[src/rtl/raybox_fx_pkg.sv]
// ---------------------------------------------------------------------------
// raybox_fx_pkg
// Shared constants and types for the Q12.12 fixed-point datapath.
//   FX_WIDTH       default mantissa width
//   LZC_CNT_W      width of a leading-zero / shift count (0..127)
//   DENORM_STAGES  number of conditional-shift stages in denorm_shift
//   DENORM_CNT_W   width of the clamped shift count carried down the pipe
//   DENORM_SHIFTS  shift amount of each stage, first stage in the top slot
//   denorm_beat_t  one in-flight beat {data, cnt, guard, sticky}
// ---------------------------------------------------------------------------
package raybox_fx_pkg;

    localparam int FX_WIDTH      = 24;
    localparam int LZC_CNT_W     = 7;
    localparam int DENORM_STAGES = 5;
    localparam int DENORM_CNT_W  = 6;
    localparam int FX_MAX_W      = 32;

    // Slot DENORM_STAGES-1 holds the first stage's shift (16).
    localparam logic [DENORM_STAGES-1:0][4:0] DENORM_SHIFTS =
        {5'd16, 5'd8, 5'd4, 5'd2, 5'd1};

    typedef struct packed {
        logic [FX_WIDTH-1:0]     data;
        logic [DENORM_CNT_W-1:0] cnt;
        logic                    guard;
        logic                    sticky;
    } denorm_beat_t;

    // Shift amount of pipeline stage k, k = 0 being the first shift stage.
    function automatic int denorm_shift_amt(input int k);
        return int'(DENORM_SHIFTS[DENORM_STAGES-1-k]);
    endfunction

    // Mask with the n least significant bits set (n <= 0 gives zero).
    function automatic logic [FX_MAX_W-1:0] low_ones(input int n);
        logic [FX_MAX_W-1:0] m;
        m = '0;
        for (int i = 0; i < FX_MAX_W; i++) begin
            if (i < n) m[i] = 1'b1;
        end
        return m;
    endfunction

endpackage

[src/rtl/denorm_stage.sv]
// ---------------------------------------------------------------------------
// denorm_stage
// One register slice of the de-normalizing log shifter. Shifts the incoming
// beat right by SHIFT when the matching count bit is set, folding the bits
// that fall off into guard/sticky, and registers the result.
//   clk, reset                 clock, synchronous active-high reset
//   up_valid_i / up_ready_o    upstream handshake
//   up_data_i, up_cnt_i,
//   up_guard_i, up_sticky_i    incoming beat
//   dn_valid_o / dn_ready_i    downstream handshake
//   dn_data_o, dn_cnt_o,
//   dn_guard_o, dn_sticky_o    registered beat
// ---------------------------------------------------------------------------
module denorm_stage
    import raybox_fx_pkg::*;
#(
    parameter int WIDTH = FX_WIDTH,
    parameter int SHIFT = 1
) (
    input  logic                    clk,
    input  logic                    reset,
    input  logic                    up_valid_i,
    output logic                    up_ready_o,
    input  logic [WIDTH-1:0]        up_data_i,
    input  logic [DENORM_CNT_W-1:0] up_cnt_i,
    input  logic                    up_guard_i,
    input  logic                    up_sticky_i,
    output logic                    dn_valid_o,
    input  logic                    dn_ready_i,
    output logic [WIDTH-1:0]        dn_data_o,
    output logic [DENORM_CNT_W-1:0] dn_cnt_o,
    output logic                    dn_guard_o,
    output logic                    dn_sticky_o
);

    localparam logic [DENORM_CNT_W-1:0] SHIFT_BIT = DENORM_CNT_W'(SHIFT);

    // Masks are built from full-width constants so that stages whose shift
    // exceeds WIDTH elaborate cleanly; their count bit is never set.
    localparam logic [FX_MAX_W-1:0] GUARD_M32  = low_ones(SHIFT) ^ low_ones(SHIFT - 1);
    localparam logic [FX_MAX_W-1:0] STICKY_M32 = low_ones(SHIFT - 1);
    localparam logic [WIDTH-1:0]    GUARD_MASK  = GUARD_M32[WIDTH-1:0];
    localparam logic [WIDTH-1:0]    STICKY_MASK = STICKY_M32[WIDTH-1:0];

    logic                    valid_q;
    logic [WIDTH-1:0]        data_q,   data_d;
    logic [DENORM_CNT_W-1:0] cnt_q,    cnt_d;
    logic                    guard_q,  guard_d;
    logic                    sticky_q, sticky_d;
    logic                    do_shift;

    assign do_shift   = |(up_cnt_i & SHIFT_BIT);
    assign up_ready_o = ~valid_q | dn_ready_i;

    always_comb begin
        data_d   = up_data_i;
        cnt_d    = up_cnt_i & ~SHIFT_BIT;
        guard_d  = up_guard_i;
        sticky_d = up_sticky_i;
        if (do_shift) begin
            data_d   = up_data_i >> SHIFT;
            guard_d  = |(up_data_i & GUARD_MASK);
            sticky_d = up_sticky_i | up_guard_i | (|(up_data_i & STICKY_MASK));
        end
    end

    // ---- register slice ----
    // Payload only moves with a valid beat so an idle output keeps its value.
    always_ff @(posedge clk) begin
        if (reset) begin
            valid_q  <= 1'b0;
            data_q   <= '0;
            cnt_q    <= '0;
            guard_q  <= 1'b0;
            sticky_q <= 1'b0;
        end else if (up_ready_o) begin
            valid_q <= up_valid_i;
            if (up_valid_i) begin
                data_q   <= data_d;
                cnt_q    <= cnt_d;
                guard_q  <= guard_d;
                sticky_q <= sticky_d;
            end
        end
    end

    assign dn_valid_o  = valid_q;
    assign dn_data_o   = data_q;
    assign dn_cnt_o    = cnt_q;
    assign dn_guard_o  = guard_q;
    assign dn_sticky_o = sticky_q;

endmodule

[src/rtl/denorm_shift.sv]
// ---------------------------------------------------------------------------
// denorm_shift
// Pipelined de-normalizer: shifts a left-justified mantissa right by a count
// (the inverse of the leading-zero counter) and reports guard and sticky bits
// for downstream rounding. Input register plus five shift stages (16,8,4,2,1)
// with bubble-collapsing valid/ready flow control; latency 6, 1 beat/cycle.
//   clk, reset           clock, synchronous active-high reset
//   i_valid / o_ready    input handshake
//   i_data, i_cnt        mantissa and right-shift count (0..127)
//   o_valid / i_ready    output handshake
//   o_data               i_data >> min(i_cnt, WIDTH), zero fill
//   o_guard, o_sticky    last bit shifted out / OR of the bits below it
// ---------------------------------------------------------------------------
module denorm_shift
    import raybox_fx_pkg::*;
#(
    parameter int WIDTH = FX_WIDTH
) (
    input  logic                 clk,
    input  logic                 reset,
    input  logic                 i_valid,
    output logic                 o_ready,
    input  logic [WIDTH-1:0]     i_data,
    input  logic [LZC_CNT_W-1:0] i_cnt,
    output logic                 o_valid,
    input  logic                 i_ready,
    output logic [WIDTH-1:0]     o_data,
    output logic                 o_guard,
    output logic                 o_sticky
);

    if ((WIDTH < 1) || (WIDTH > 32)) begin : g_width_check
        $error("denorm_shift: WIDTH=%0d outside legal range 1..32", WIDTH);
    end

    localparam logic [LZC_CNT_W-1:0] WIDTH_CNT = LZC_CNT_W'(WIDTH);
    localparam logic [FX_MAX_W-1:0]  BELOW_MSB_M32 = low_ones(WIDTH - 1);
    localparam logic [WIDTH-1:0]     BELOW_MSB = BELOW_MSB_M32[WIDTH-1:0];

    // Index 0 is the input register, index k the output of shift stage k.
    logic                    vld_s [DENORM_STAGES+1];
    logic                    rdy_s [DENORM_STAGES+2];
    logic [WIDTH-1:0]        data_s[DENORM_STAGES+1];
    logic [DENORM_CNT_W-1:0] cnt_s [DENORM_STAGES+1];
    logic                    grd_s [DENORM_STAGES+1];
    logic                    stk_s [DENORM_STAGES+1];

    logic                    s0_valid_q;
    logic [WIDTH-1:0]        s0_data_q,   s0_data_d;
    logic [DENORM_CNT_W-1:0] s0_cnt_q,    s0_cnt_d;
    logic                    s0_guard_q,  s0_guard_d;
    logic                    s0_sticky_q, s0_sticky_d;

    // A count of WIDTH or more empties the mantissa completely. Such beats are
    // resolved here and sent down with a zero count: a clamp of 32 could not
    // be expressed by the 16..1 ladder, and resolving all clamps up front keeps
    // the shift stages free of the case.
    always_comb begin
        s0_data_d   = i_data;
        s0_cnt_d    = i_cnt[DENORM_CNT_W-1:0];
        s0_guard_d  = 1'b0;
        s0_sticky_d = 1'b0;
        if (i_cnt > WIDTH_CNT) begin
            s0_data_d   = '0;
            s0_cnt_d    = '0;
            s0_sticky_d = |i_data;
        end else if (i_cnt == WIDTH_CNT) begin
            s0_data_d   = '0;
            s0_cnt_d    = '0;
            s0_guard_d  = i_data[WIDTH-1];
            s0_sticky_d = |(i_data & BELOW_MSB);
        end
    end

    assign rdy_s[DENORM_STAGES+1] = i_ready;
    assign rdy_s[0]               = ~s0_valid_q | rdy_s[1];
    assign o_ready                = rdy_s[0];

    // ---- stage 0: clamp / input register ----
    always_ff @(posedge clk) begin
        if (reset) begin
            s0_valid_q  <= 1'b0;
            s0_data_q   <= '0;
            s0_cnt_q    <= '0;
            s0_guard_q  <= 1'b0;
            s0_sticky_q <= 1'b0;
        end else if (rdy_s[0]) begin
            s0_valid_q <= i_valid;
            if (i_valid) begin
                s0_data_q   <= s0_data_d;
                s0_cnt_q    <= s0_cnt_d;
                s0_guard_q  <= s0_guard_d;
                s0_sticky_q <= s0_sticky_d;
            end
        end
    end

    assign vld_s[0]  = s0_valid_q;
    assign data_s[0] = s0_data_q;
    assign cnt_s[0]  = s0_cnt_q;
    assign grd_s[0]  = s0_guard_q;
    assign stk_s[0]  = s0_sticky_q;

    // ---- stages 1..5: conditional shift by 16, 8, 4, 2, 1 ----
    for (genvar k = 1; k <= DENORM_STAGES; k++) begin : g_stage
        denorm_stage #(
            .WIDTH (WIDTH),
            .SHIFT (denorm_shift_amt(k - 1))
        ) u_stage (
            .clk         (clk),
            .reset       (reset),
            .up_valid_i  (vld_s[k-1]),
            .up_ready_o  (rdy_s[k]),
            .up_data_i   (data_s[k-1]),
            .up_cnt_i    (cnt_s[k-1]),
            .up_guard_i  (grd_s[k-1]),
            .up_sticky_i (stk_s[k-1]),
            .dn_valid_o  (vld_s[k]),
            .dn_ready_i  (rdy_s[k+1]),
            .dn_data_o   (data_s[k]),
            .dn_cnt_o    (cnt_s[k]),
            .dn_guard_o  (grd_s[k]),
            .dn_sticky_o (stk_s[k])
        );
    end

    // The count is fully consumed by the last stage.
    logic unused_cnt;
    assign unused_cnt = ^cnt_s[DENORM_STAGES];

    assign o_valid  = vld_s[DENORM_STAGES];
    assign o_data   = data_s[DENORM_STAGES];
    assign o_guard  = grd_s[DENORM_STAGES];
    assign o_sticky = stk_s[DENORM_STAGES];

endmodule
[config.mk]
export PLATFORM = sky130hd
export DESIGN_NAME = denorm_shift
export DESIGN_NICKNAME = d
export VERILOG_FILES = /design/src/rtl/raybox_fx_pkg.sv /design/src/rtl/denorm_stage.sv /design/src/rtl/denorm_shift.sv
export SDC_FILE = /design/constraint.sdc
export NUM_CORES = 1
export LEC_CHECK = 0
export CAP_MARGIN = 0
export CORE_MARGIN = 5
export CORE_UTILIZATION = 59
export CTS_CLUSTER_DIAMETER = 100
export DETAILED_ROUTE_END_ITERATION = 8
export PLACE_DENSITY = 0.8
export SYNTH_ARGS = -nofsm -noshare
export SYNTH_HDL_FRONTEND = slang
export SYNTH_HIERARCHICAL = 1
export SYNTH_SLANG_ARGS = --single-unit
[constraint.sdc]
create_clock -name clk -period 4.5 [get_ports clk]
set_input_delay 0.9 -clock clk [delete_from_list [all_inputs] [get_ports clk]]
set_output_delay 0.9 -clock clk [all_outputs]
set_load 0.05 [all_outputs]
==> metrics.md, run 1 <==
| Metric | Value |
|---|---|
| CP max-delay cell | `clkdlybuf4s50_1` |
| Final ANT Viol Nets | `0` |
| FMAX | `257 MHz` |
| Vias per cell | `6.05` |
| Outcome | `complete, no violations` |
| Total number of vias | `6040` |
| Worst Hold Class | `reg -> reg` |
| Post-DP Area | `8400 sq um` |
| Die ar. | `16100 sq um` |
| Clk_lat worst skew | `0.42 ns` |
| Antenna violations before repair | `0` |
| Max Cap Viol | `0` |
| Synth Instances | `799` |
| Multi-input logic area | `3870 sq um` |
| Max Slew Vio Count | `0` |
| Int Pwr | `2.62 mW` |
| Post-Syn Area | `8070 sq um` |
| Sequential power share | `0.488` |
| Clock Tree Buf Depth | `2` |
| Nets@finish | `845` |
| Worst-path maximum fanout | `29` |
| Final WS setup | `0.605 ns` |
| Crit. End Element | `output pin` |
| Sw frac | `0.222` |
| Worst-path clk slew | `0.06 ns` |
| Crit path DAT | `3.00 ns` |
| Static Leakage | `2.64 nW` |
| Gates resized, CTS repair | `0` |
| Mapped Nets | `834` |
| TritonCTS Buffers | `17` |
| Vias in the first global route | `5858` |
| Fillers | `1040` |
| Diode count | `0` |
| Post-route setup TNS | `0 ns` |
| Root buffer cell | `clkbuf_16` |
| Final Cell Area | `9020 sq um` |
| Syn-to-layout area delta | `11.7%` |
| Startpoint Class | `input port` |
| Total Wirelength | `17900 um` |
| Yosys warnings | `6` |
| Pwr per Cell Area | `374 nW/um^2` |
| Fin. Hold Viols | `0` |
| CP Cell Sequence | `clkdlybuf4s50_1 > nand2b_4 > nor2b_4 > inv_8 > nor2b_4 > inv_2 > nor2b_1 > clkinv_2 > nand2b_4 > nand2b_4 > buf_4` |
| CP most frequent cell | `nand2b_4` |
| GRT Overall Usage | `0.224` |
| Clock Power Share | `0.450` |
| Clk_skew | `0.00890 ns` |
| Critical Path RT | `3.60 ns` |
| Net load switching power | `0.747 mW` |
| Largest net degree at the start of global routing | `82` |
| Clock sink count | `177` |
| Tightest Pin Transition | `1.19 ns` |
| Layout cells sized above 1 | `0.162` |
| GRT overflow | `0` |
| Worst Setup Path Type | `in -> out` |
| Chip height | `127 um` |
| DR WL/cell | `18.0 um` |
| H-tree Lvls | `4` |
| DRT Pass-1 Iters | `5` |
| CTS hold repair buffers | `0` |
| Drt drc | `0` |
| CTS tree | `built` |
| Final worst path period share | `0.866` |
| PortBufs | `62` |
| Peak VDD IR | `0.249 mV` |
| Cell Rows | `42` |
| First-pass GRT wire length | `29600 um` |
| Final hold slack | `0.461 ns` |
| Synthesized area per cell | `10.1 sq um` |
| GPL Wtd Cong | `0.839` |
| Crit path time final | `3.90 ns` |
| Slowest stage delay, CP | `0.42 ns` |
| Post-Place Worst Slack | `0.603 ns` |
| Die width | `127 um` |
| Core ar. | `13300 sq um` |
| Starting Density | `0.605` |
| Total power | `3.37 mW` |
| Post-CTS setup buffer count | `0` |
| Sequential Area | `3540 sq um` |
| R2R setup slack | `1.75 ns` |
| I/O pin count | `63` |
| DP HPWL | `12200 um` |
| Initial DRC Count | `544` |
| Relative slew slack | `0.205` |
| RSZ-0062 raised after global routing | `false` |
| Final setup violation count | `0` |
| Gate power share | `0.062` |
[worst max-delay path: cells and delay by family]
| kind | cells | cell delay [ns] |
|---|---|---|
| AND/OR/NAND/NOR | 6 | 1.18 |
| buffers and inverters | 5 | 0.91 |
[per-stage QoR]
step	std cells	utilization
after global placement	967	0.630
after CTS	998	0.676
after detailed placement	967	0.630
after global routing	998	0.676
after floorplan	799	-
final	998	0.676
[final timing paths]
check,startpoint,endpoint,depth (start not counted)
worst max-delay path,i_ready,o_ready,11
worst min-delay path,g_stage[1].u_stage/dn_cnt_o[2],g_stage[1].u_stage/dn_cnt_o[2],2
worst max register to register,g_stage[4].u_stage/dn_valid_o,s0_data_q[20],11
worst min register to register,g_stage[1].u_stage/dn_cnt_o[2],g_stage[1].u_stage/dn_cnt_o[2],2
[registers in the layout, summed over array words and instances, names as in the netlist]
register                     count
s0_valid_q                       1
s0_sticky_q                      1
s0_cnt_q                         5
g_stage.u_stage/dn_cnt_o        10
s0_guard_q                       1
g_stage.u_stage/dn_sticky_o      5
g_stage.u_stage/dn_guard_o       5
s0_data_q                       24
g_stage.u_stage/dn_data_o      120
g_stage.u_stage/dn_valid_o       5
[layout make-up]
type / count / share of cell area
timing repair buffer: 74 / 0.0796
tap: 176 / 0.0244
clock inverter: 9 / 0.0144
clock buffer: 22 / 0.0537
sequential: 177 / 0.393
inverter: 10 / 0.00513
multi-input combinational: 530 / 0.430
[power by group through the flow]
stage / combinational (mW) / sequential [mW] / clock [mW]
global placement: 0.199 / 1.68 / 0
finish: 0.210 / 1.64 / 1.52
CTS: 0.209 / 1.64 / 1.53
floorplan: 0.158 / 1.66 / 0
global route: 0.229 / 1.65 / 1.61
detailed placement: 0.207 / 1.68 / 0
[cell usage in the layout (no fill, tap or decap), types with 2 or more instances in the layout]
master / count
clkinv_4: 2
o2bb2ai_2: 3
clkinv_2: 4
inv_1: 5
a21oi_2: 32
clkdlybuf4s50_1: 60
nor2_2: 2
a211oi_1: 41
nor4_1: 9
a21oi_1: 107
nor2_1: 11
bufinv_16: 3
nand3_1: 7
dfxtp_1: 177
buf_4: 13
mux2i_1: 95
nand2_1: 81
nand4b_1: 14
o21ai_0: 22
o2bb2ai_1: 22
or4_1: 3
a211oi_2: 31
nand3b_1: 18
a22oi_1: 2
clkbuf_16: 17
nand2b_4: 3
nand4_1: 3
inv_2: 3
nor2b_4: 2
clkbuf_8: 4
[per-layer routing]
metal	global-route usage	share of wire	vias to the layer above
met1	0.291	0.45	2909
li1	-	-	2946
met5	0	0	-
met2	0.373	0.49	157
met4	0.0726	0.018	0
met3	0.0492	0.042	28
No activity file was read; power rests on OpenSTA's default activity.
==> run 2: changes to the inputs <==
Settings changed: PLACE_DENSITY 0.8 to unset, PLACE_DENSITY_LB_ADDON set to 0.25.
==> run 2 against run 1 <==
Against the previous run: clock-buffer cell count grew 4; power shrank 3.7%; critical endpoint unchanged; cell count is the same; critical path type unchanged; die area is the same; largest power group unchanged.
==> metrics.md, run 2 (synthesis results as in run 1) <==
| Metric | Value |
|---|---|
| Diode count | `0 (unchanged)` |
| Crit path time final | `3.90 ns (+0.00114 ns)` |
| TritonCTS Buffers | `17 (unchanged)` |
| Clk_lat worst skew | `0.42 ns (about the same)` |
| Post-route setup TNS | `0 ns (unchanged)` |
| Nets@finish | `845 (unchanged)` |
| Final worst path period share | `0.866 (about the same)` |
| Post-Place Worst Slack | `0.532 ns (-0.0712 ns)` |
| Gate power share | `0.064 (+0.002)` |
| Startpoint Class | `input port` |
| Int Pwr | `2.51 mW (-4.4%)` |
| Clock Power Share | `0.429 (-0.021)` |
| Max FFs per register | `120 (unchanged)` |
| Die ar. | `16100 sq um (unchanged)` |
| Drt drc | `0 (unchanged)` |
| Multi-input logic area | `3870 sq um (unchanged)` |
| Worst-path maximum fanout | `29 (unchanged)` |
| Clock sink count | `177 (unchanged)` |
| Commonest non-fill, non-tap cell in the layout | `dfxtp_1` |
| Worst Setup Path Type | `in -> out` |
| Finished Core Util | `0.670 (-0.00562)` |
| Sw frac | `0.227 (+0.00523)` |
| Post-CTS setup buffer count | `0 (unchanged)` |
| I/O pin count | `63 (unchanged)` |
| Critical Path RT | `3.60 ns (about the same)` |
| Layout cells sized above 1 | `0.157 (-0.00487)` |
| Crit. End Element | `output pin` |
| Worst-path clk slew | `0.06 ns (about the same)` |
| Max Slew Vio Count | `0 (unchanged)` |
| GRT Overall Usage | `0.230 (+0.00604)` |
| DRT Pass-1 Iters | `6 (+1)` |
| Largest net degree at the start of global routing | `75 (-8.5%)` |
| Antenna violations before repair | `0 (unchanged)` |
| DR WL/cell | `18.2 um (+1.4%)` |
| Reg2Reg Depth | `11 (unchanged)` |
| Relative slew slack | `0.210 (+0.00546)` |
| H-tree Lvls | `4 (unchanged)` |
| FMAX | `257 MHz (about the same)` |
| Vias per cell | `6.13 (+1.3%)` |
| Final WS setup | `0.603 ns (-0.00114 ns)` |
| Crit path DAT | `3.00 ns (about the same)` |
| Static Leakage | `2.61 nW (-1.4%)` |
| Tightest Pin Transition | `1.18 ns (-0.00818 ns)` |
| Peak VDD IR | `0.258 mV (+3.3%)` |
| DP HPWL | `12500 um (+2.2%)` |
| Initial DRC Count | `447 (-18%)` |
| Sequential power share | `0.507 (+0.019)` |
| PortBufs | `62 (unchanged)` |
| Chip height | `127 um (unchanged)` |
| Final hold slack | `0.460 ns (-0.000969 ns)` |
| Total power | `3.25 mW (-3.7%)` |
| CTS tree | `built` |
| Worst Hold Class | `reg -> reg` |
| Core ar. | `13300 sq um (unchanged)` |
| Fin. Hold Viols | `0 (unchanged)` |
| Outcome | `complete, no violations` |
| Commonest non-fill, non-tap cells in the layout | `177 x dfxtp_1, 107 x a21oi_1, 95 x mux2i_1, 81 x nand2_1, 60 x clkdlybuf4s50_1` |
| Sequential Area | `3540 sq um (unchanged)` |
| Pwr per Cell Area | `363 nW/um^2 (-2.9%)` |
| Cell Rows | `42 (unchanged)` |
| Die width | `127 um (unchanged)` |
| Final ANT Viol Nets | `0 (unchanged)` |
| GRT overflow | `0 (unchanged)` |
| RSZ-0062 raised after global routing | `false` |
| Fillers | `1083 (+4.1%)` |
| Starting Density | `0.605 (unchanged)` |
| Gates resized, CTS repair | `0 (unchanged)` |
| R2R setup slack | `1.48 ns (-0.27 ns)` |
| Clock Tree Buf Depth | `2 (unchanged)` |
| Net load switching power | `0.736 mW (-1.4%)` |
| Total number of vias | `6117 (+1.3%)` |
| First-pass GRT wire length | `30500 um (+3.1%)` |
| Hold Path Depth | `1 (-1)` |
| Max Cap Viol | `0 (unchanged)` |
| GPL Wtd Cong | `0.854 (+1.9%)` |
| Total Wirelength | `18200 um (+1.4%)` |
| CTS hold repair buffers | `0 (unchanged)` |
| Clk_skew | `0.00712 ns (-0.00178 ns)` |
| Final setup violation count | `0 (unchanged)` |
| Vias in the first global route | `6027 (+2.9%)` |
| Syn-to-layout area delta | `10.8%` |
| Root buffer cell | `clkbuf_16` |
run 2: cell count changes in the layout (fill, tap and decap cells not counted):
cell / change
buf_12: -1
buf_4: +1
bufinv_16: -2
clkbuf_1: +4
clkinv_4: -2
run 2: metrics by stage:
step | instances | instance area (sq um)
2_1_floorplan | 799 | 8070
3_3_place_gp | 967 | 8390
3_5_place_dp | 967 | 8390
4_1_cts | 998 | 8940
5_1_grt | 998 | 8940
6_report | 998 | 8940
run 2: worst max-delay path, cell delays in order:
cell and delay (ns):
clkdlybuf4s50_1 0.40, nand2b_4 0.18, nor2b_4 0.25, inv_8 0.14, nor2b_4 0.22, inv_2 0.08, nor2b_1 0.19, clkinv_2 0.09
nand2b_4 0.16, nand2b_4 0.18, buf_4 0.20
run 2: final timing paths:
| path | start | to |
|---|---|---|
| setup / recovery | i_ready | o_ready |
| hold / removal | g_stage[5].u_stage/dn_data_o[7] | g_stage[5].u_stage/dn_data_o[7] |
| setup reg to reg | g_stage[4].u_stage/dn_valid_o | s0_data_q[0] |
| hold reg to reg | g_stage[5].u_stage/dn_data_o[7] | g_stage[5].u_stage/dn_data_o[7] |
run 2: cell type report:
cell class                      count  area share
Clock inverter                      5     0.00588
Sequential cell                   177       0.396
Timing Repair Buffer               74      0.0789
Multi-Input combinational cell    530       0.433
Tap cell                          176      0.0246
Inverter                           10     0.00518
Clock buffer                       26      0.0558
run 2: routing by layer:
layer,track usage,share of wire,vias up
li1,-,-,2955
met1,0.302,0.46,2968
met2,0.387,0.49,166
met3,0.0430,0.042,28
met4,0.0688,0.016,0
met5,0,0,-
run 2: power by group through the flow:
stage / clock network (mW) / registers [mW] / logic [mW]
after global routing: 1.47 / 1.65 / 0.229
after floorplan: 0 / 1.66 / 0.158
after CTS: 1.40 / 1.64 / 0.207
after detailed placement: 0 / 1.68 / 0.206
final: 1.39 / 1.64 / 0.208
after global placement: 0 / 1.68 / 0.199
==> run 3: changes to the inputs <==
Settings changed: GPL_TIMING_DRIVEN set to 1, SETUP_SLACK_MARGIN set to 0.05.
==> results of run 3 <==
No change in the layout: final DEF, timing and power equal those of run 2.
